<file path="src/rtl/mem_stage_pkg.sv">
// -----------------------------------------------------------------------------
// mem_stage_pkg
// Shared definitions for the memory-access stage of the 8-bit pipeline:
//   DMEM_DATA_W / DMEM_ADDR_W : default data-memory word and address widths
//   wb_sel_e                  : write-back source encoding
//   wb_select()               : priority encoder for the write-back source
// -----------------------------------------------------------------------------
package mem_stage_pkg;

   localparam int DMEM_DATA_W = 8;
   localparam int DMEM_ADDR_W = 8;

   typedef enum logic [1:0] {
      WB_SEL_ALU    = 2'd0,
      WB_SEL_INPORT = 2'd1,
      WB_SEL_MEM    = 2'd2
   } wb_sel_e;

   // Memory read data wins over the input port, which wins over the ALU.
   function automatic wb_sel_e wb_select(input logic rdata_sel, input logic out_sel);
      if (rdata_sel)
         return WB_SEL_MEM;
      else if (out_sel)
         return WB_SEL_INPORT;
      return WB_SEL_ALU;
   endfunction

endpackage

</file>
<file path="src/rtl/dmem_sync.sv">
// -----------------------------------------------------------------------------
// dmem_sync
// Single-port synchronous RAM, read-first, depth 2^ADDR_W, no reset.
//   clk  : clock
//   we   : write enable
//   addr : read/write address
//   wd   : write data
//   rd   : registered read data (old contents when written the same cycle)
// -----------------------------------------------------------------------------
module dmem_sync
   import mem_stage_pkg::*;
#(
   parameter int DATA_W = DMEM_DATA_W,
   parameter int ADDR_W = DMEM_ADDR_W
) (
   input  logic              clk,
   input  logic              we,
   input  logic [ADDR_W-1:0] addr,
   input  logic [DATA_W-1:0] wd,
   output logic [DATA_W-1:0] rd
);

   logic [DATA_W-1:0] mem [2**ADDR_W];

   // NOTE: the array has no reset so it maps onto block RAM; resetting it
   // would force a flop-based implementation.
   always_ff @(posedge clk) begin
      if (we)
         mem[addr] <= wd;
      // NOTE: non-blocking assignments make this read see the pre-write
      // contents, which is what gives read-first behaviour.
      rd <= mem[addr];
   end

endmodule

</file>
<file path="src/rtl/mem_stage.sv">
// -----------------------------------------------------------------------------
// mem_stage
// Memory-access stage: data memory, output port, RET return-address pop and
// the MEM/WB pipeline register. All outputs have one cycle of latency from
// the *_M inputs.
//   clk, reset          : clock, asynchronous active-low reset
//   wr_en_regf_M        : instruction writes the register file
//   wr_en_dmem_M        : store
//   rd_en_M             : load
//   out_port_sel_M      : OUT instruction
//   is_ret_M            : RET, pop return address
//   mux_out_sel_M       : write back IN_PORT_M
//   mux_rdata_sel_M     : write back memory read data (highest priority)
//   alu_out_M, rd_M, IN_PORT_M, mem_addr_M, mem_wd_M : datapath inputs
//   wr_en_regf_W, rd_W, wb_data_W : write-back bundle
//   out_port            : output port register
//   ret_pc_valid/ret_pc : popped return address, one-cycle valid pulse
//   addr_err            : sticky out-of-range access flag
// -----------------------------------------------------------------------------
module mem_stage
   import mem_stage_pkg::*;
#(
   parameter int DATA_W = DMEM_DATA_W,
   parameter int ADDR_W = DMEM_ADDR_W
) (
   input  logic              clk,
   input  logic              reset,
   input  logic              wr_en_regf_M,
   input  logic              wr_en_dmem_M,
   input  logic              rd_en_M,
   input  logic              out_port_sel_M,
   input  logic              is_ret_M,
   input  logic              mux_out_sel_M,
   input  logic              mux_rdata_sel_M,
   input  logic [15:0]       alu_out_M,
   input  logic [1:0]        rd_M,
   input  logic [7:0]        IN_PORT_M,
   input  logic [15:0]       mem_addr_M,
   input  logic [15:0]       mem_wd_M,
   output logic              wr_en_regf_W,
   output logic [1:0]        rd_W,
   output logic [DATA_W-1:0] wb_data_W,
   output logic [7:0]        out_port,
   output logic              ret_pc_valid,
   output logic [DATA_W-1:0] ret_pc,
   output logic              addr_err
);

   logic              in_range;
   logic              oor_access;
   wb_sel_e           wb_sel;
   wb_sel_e           wb_sel_q;
   logic [DATA_W-1:0] pre_data;
   logic [DATA_W-1:0] pre_q;
   logic              oor_q;
   logic [DATA_W-1:0] ram_rd;
   logic [DATA_W-1:0] mem_rdata;
   logic [DATA_W-1:0] ret_hold_q;

   // Only the low bits of the 16-bit datapath buses are consumed here.
   logic unused_hi;
   assign unused_hi = ^{alu_out_M[15:DATA_W], mem_wd_M[15:DATA_W]};

   assign in_range   = (mem_addr_M[15:ADDR_W] == '0);
   assign oor_access = ~in_range & (wr_en_dmem_M | rd_en_M | is_ret_M);
   assign wb_sel     = wb_select(mux_rdata_sel_M, mux_out_sel_M);

   // Non-memory write-back data is resolved now; memory data only exists
   // after the RAM's own register, so the final mux sits behind it.
   always_comb begin
      // NOTE: default first so every path assigns pre_data and no latch forms.
      pre_data = alu_out_M[DATA_W-1:0];
      if (wb_sel == WB_SEL_INPORT)
         pre_data = DATA_W'(IN_PORT_M);
   end

   dmem_sync #(
      .DATA_W (DATA_W),
      .ADDR_W (ADDR_W)
   ) u_dmem (
      .clk  (clk),
      .we   (wr_en_dmem_M & in_range),
      .addr (mem_addr_M[ADDR_W-1:0]),
      .wd   (mem_wd_M[DATA_W-1:0]),
      .rd   (ram_rd)
   );

   always_ff @(posedge clk or negedge reset) begin
      if (!reset) begin
         wr_en_regf_W <= 1'b0;
         rd_W         <= '0;
         wb_sel_q     <= WB_SEL_ALU;
         pre_q        <= '0;
         oor_q        <= 1'b0;
         out_port     <= '0;
         ret_pc_valid <= 1'b0;
         ret_hold_q   <= '0;
         addr_err     <= 1'b0;
      end else begin
         wr_en_regf_W <= wr_en_regf_M;
         rd_W         <= rd_M;
         wb_sel_q     <= wb_sel;
         pre_q        <= pre_data;
         oor_q        <= ~in_range;
         if (out_port_sel_M)
            out_port <= alu_out_M[7:0];
         ret_pc_valid <= is_ret_M;
         // Freeze the popped address at the end of the pulse so it holds.
         if (ret_pc_valid)
            ret_hold_q <= mem_rdata;
         addr_err <= addr_err | oor_access;
      end
   end

   // Out-of-range loads and RETs read as zero. After reset wb_sel_q selects
   // pre_q and ret_pc_valid is low, so the un-reset RAM never reaches a port.
   assign mem_rdata = oor_q ? '0 : ram_rd;
   assign wb_data_W = (wb_sel_q == WB_SEL_MEM) ? mem_rdata : pre_q;
   assign ret_pc    = ret_pc_valid ? mem_rdata : ret_hold_q;

endmodule

</file>
<file path="config.mk">
export PLATFORM = sky130hd
export DESIGN_NAME = mem_stage
export DESIGN_NICKNAME = d
export VERILOG_FILES = /design/src/rtl/mem_stage_pkg.sv /design/src/rtl/dmem_sync.sv /design/src/rtl/mem_stage.sv
export SDC_FILE = /design/constraint.sdc
export NUM_CORES = 2
export LEC_CHECK = 0
export CELL_PAD_IN_SITES_DETAIL_PLACEMENT = 0
export CELL_PAD_IN_SITES_GLOBAL_PLACEMENT = 1
export CORE_ASPECT_RATIO = 0.75
export CORE_UTILIZATION = 56
export DETAILED_ROUTE_END_ITERATION = 6
export PLACE_DENSITY_LB_ADDON = 0.1
export SLEW_MARGIN = 10
export SYNTH_ARGS = -nofsm -noshare
export SYNTH_HDL_FRONTEND = slang
export SYNTH_SLANG_ARGS = --single-unit
</file>
<file path="constraint.sdc">
create_clock -name clk -period 2.2 [get_ports clk]
set_input_delay 0.22 -clock clk [delete_from_list [all_inputs] [get_ports clk]]
set_output_delay 0.22 -clock clk [all_outputs]
set_load 0.005 [all_outputs]
</file>
==> flow_summary_export.csv <==
group,metric,value,unit
routing,wl_per_cell,32.3,microns
floorplanning,ios,96,
cells_and_area,num-fill-cells,8552,
pwr,finalPower,80.7,mW
pwr,p_comb_share,5.6,%
yosys,yosysTopAreaCell,"edfxtp_1",
grt,grt_pass1_vias,40700,
cts,ctsHtreeMaxLevel,4,
routing,via_count,40300,
grt,grt_pass1_wl,292000,microns
cells_and_area,regArea,62500,sq um
timing,setup_tns,-0.183,ns
cells_and_area,multiInputGateArea,18200,sq um
cts,clock_sinks,2088,
floorplanning,die_w,437,microns
routing,drcViolationCount,2,
place,dp.cells,5883,
routing,drt_wl_total,203000,microns
cts,cts_tree,"done",
floorplanning,fp.dieH,328,microns
timing,hold_violations,0,
yosys,synthesis.nets,3693,
yosys,ys_ff_latch,2088,
cells_and_area,layout_common_cells,"2,048 x edfxtp_1, 512 x mux4_2, 399 x buf_4, 198 x a22oi_1, 197 x clkbuf_16",
pwr,p_seq_share,54.2,%
setup_path,crit_required,2.91,ns
timing,rsz0062_at_grt,"yes",
run_status,outcome,"complete, but fails checks",
routing,first_pass_iters,7,
cts,cts.clk_slew.worst_paths,0.07,ns
setup_path,crit_chain,"mux4_2 -> a22oi_1 -> a21oi_1 -> o41ai_4 -> buf_4 -> nand4_1",
yosys,ys_warn_count,0,
setup_path,path_max_fanout,1,
place,portBuffers,79,
hold_path,min_from,"alu_out_M[0]",
place,pre_cts_ws,-1.32,ns
cts,insertion_delay,0.83,ns
hold_path,whs_path_depth,2,
setup_path,reg2reg_depth,6,
timing,whs,0.0537,ns
timing,fmax,434,MHz
cells_and_area,area_growth,20.6,%
yosys,netlist_area,79600,sq um
cells_and_area,nets,4304,
timing,finalCriticalPeriod,2.31,ns
cells_and_area,drive_above_1_share,37.8,%
pwr,power.switching,17.0,mW
yosys,yosysTopAreaCellShare,77.3,%
floorplanning,dieArea,144000,sq um
timing,worst_slew_pin_slew,0.966,ns
yosys,synth_cell_types,29,
routing,final_antenna_net_count,0,
floorplanning,rows,119,
setup_path,cp-end-kind,"flip-flop",
pwr,power.density,841,nW/um^2
cells_and_area,instances_no_fill,6263,
setup_path,critPathArrivalTime,3.02,ns
pwr,pwr-share-clk,40.2,%
timing,fin_crit_sh,105,%
grt,grt_max_degree,93,
timing,setup_ws,-0.106,ns
grt,overflow,0,
floorplanning,start_util,56.6,%
flow_run,max-cap-violations,0,
yosys,seq_area_frac_synth,78.5,%
hold_path,hp-class,"input port to flip-flop",
setup_path,critPathSlowestCell,"mux4_2",
place,place_hpwl,131000,microns
cts,cts-root-buf,"clkbuf_16",
yosys,syn_avg_cell_area,21.9,sq um
pwr,vdd_drop_max,0.775,mV
grt,grtUsageTotal,28.7,%
pwr,swShare,21.0,%
grt,antenna_found_initial,5,
routing,vias_per_cell,6.44,
setup_path,slowest_delay,0.53,ns
timing,drv_slew,0,
timing,maxSlewHeadroom,35.6,%
yosys,synthCells,3626,
setup_path,crit_start,"u_dmem.mem[223][7]",
floorplanning,core-area,141000,sq um
setup_path,r2r_start,"u_dmem.mem[223][7]",
routing,first_iter_violations,4933,
cells_and_area,layout_commonest_cell,"edfxtp_1",
cts,clk_path_buf_depth,3,
pwr,internal-power,63.7,mW
setup_path,start_kind,"flip-flop",
run_status,violations,"design-rule violations, negative setup slack",
setup_path,worstSetupPathType,"flip-flop to flip-flop",
timing,finalSetupViolCount,4,
place,gp_congestion,0.864,
pwr,leakagePower,30.2,nW
yosys,synth_area_leaders,"edfxtp_1 77%, mux4_2 14%, a22oi_1 2.4%",
cts,numCtsBuffers,191,
timing,fin_skew,0.0244,ns
==> power groups by stage <==
stage	clock network (mW)	registers [mW]	logic, mW
floorplan	0	44.6	1.91
global placement	0	44.6	4.20
detailed placement	0	44.6	4.29
CTS	32.9	43.8	4.44
global route	34.3	43.7	4.71
finish	32.4	43.8	4.49
==> metal layers <==
layer / routed length, microns / track usage [%]
met5: 0 / 0
met4: 3890 / 6.61
met2: 96600 / 44.2
met3: 17600 / 5.76
met1: 84500 / 43.0
==> worst max-delay path, delay by kind of cell (launching register included) <==
kind                   cells  cell delay [ns]
AO/OA/AOI/OAI              3             0.99
buffers and inverters      1             0.24
flip-flops                 1             0.36
multiplexers               1             0.53
AND/OR/NAND/NOR            1             0.07
==> cells in the mapped netlist, drive strengths merged <==
master	count
a21oi	128
a22oi	256
and2	3
and4	1
buf	76
clkbuf	154
dfrtp	32
dfxtp	8
edfxtp	2048
inv	9
mux2	16
mux2i	8
mux4	512
nand2	37
nand2b	11
nand3	5
nand4	8
nor2	259
nor2b	7
nor3	2
nor3b	2
nor4	2
o21ai	8
o21bai	1
o41ai	32
or2	1
==> metrics by stage <==
step	util [%]	cell area [sq um]
4_1_cts	68.0	95700
2_1_floorplan	-	80900
3_5_place_dp	63.1	88800
5_1_grt	68.2	96000
6_report	68.2	96000
3_3_place_gp	63.1	88800
==> state kept, by name (all words and copies together) (netlist names) <==
name / cells
ret_pc_valid: 1
oor_q: 1
ret_hold_q: 8
pre_q: 8
wb_sel_q: 2
wr_en_regf_W: 1
u_dmem.rd: 8
addr_err: 1
out_port: 8
rd_W: 2
u_dmem.mem: 2048
==> final cells by class <==
cell class | instances | share of cell area [%]
clock buffer | 248 | 5.41
clock inverter | 95 | 0.901
antenna | 1 | 0.00261
tap | 1875 | 2.44
multi-input combinational | 1299 | 18.9
sequential | 2088 | 65.1
timing repair buffer | 648 | 7.20
inverter | 9 | 0.0352
==> final timing paths <==
check                      slack (ns)           end
hold reg to reg                  0.49      addr_err
hold / removal                   0.05   out_port[0]
max in group asynchronous        1.52         oor_q
min in group asynchronous        0.35   out_port[5]
setup reg to reg                -0.11  u_dmem.rd[7]
setup / recovery                -0.11  u_dmem.rd[7]
==> logic make-up after synthesis <==
| group | synth area share [%] |
|---|---|
| AOI/OAI and AO/OA | 3.63 |
| and+or+nand+nor | 1.72 |
| muxes | 14.8 |
| DFF | 78.5 |
| buffers and inverters | 1.33 |
==> repair_timing <==
action                                  CTS  global route
gates resized for setup                 128            68
endpoints found under the setup margin  348           141
hold buffers                             25             0
pin swaps                                25            29
endpoints found under the hold margin   338             0
setup buffers                            14             1
cloned                                    0             0
Note: power is estimated with default switching activity, not from simulation.
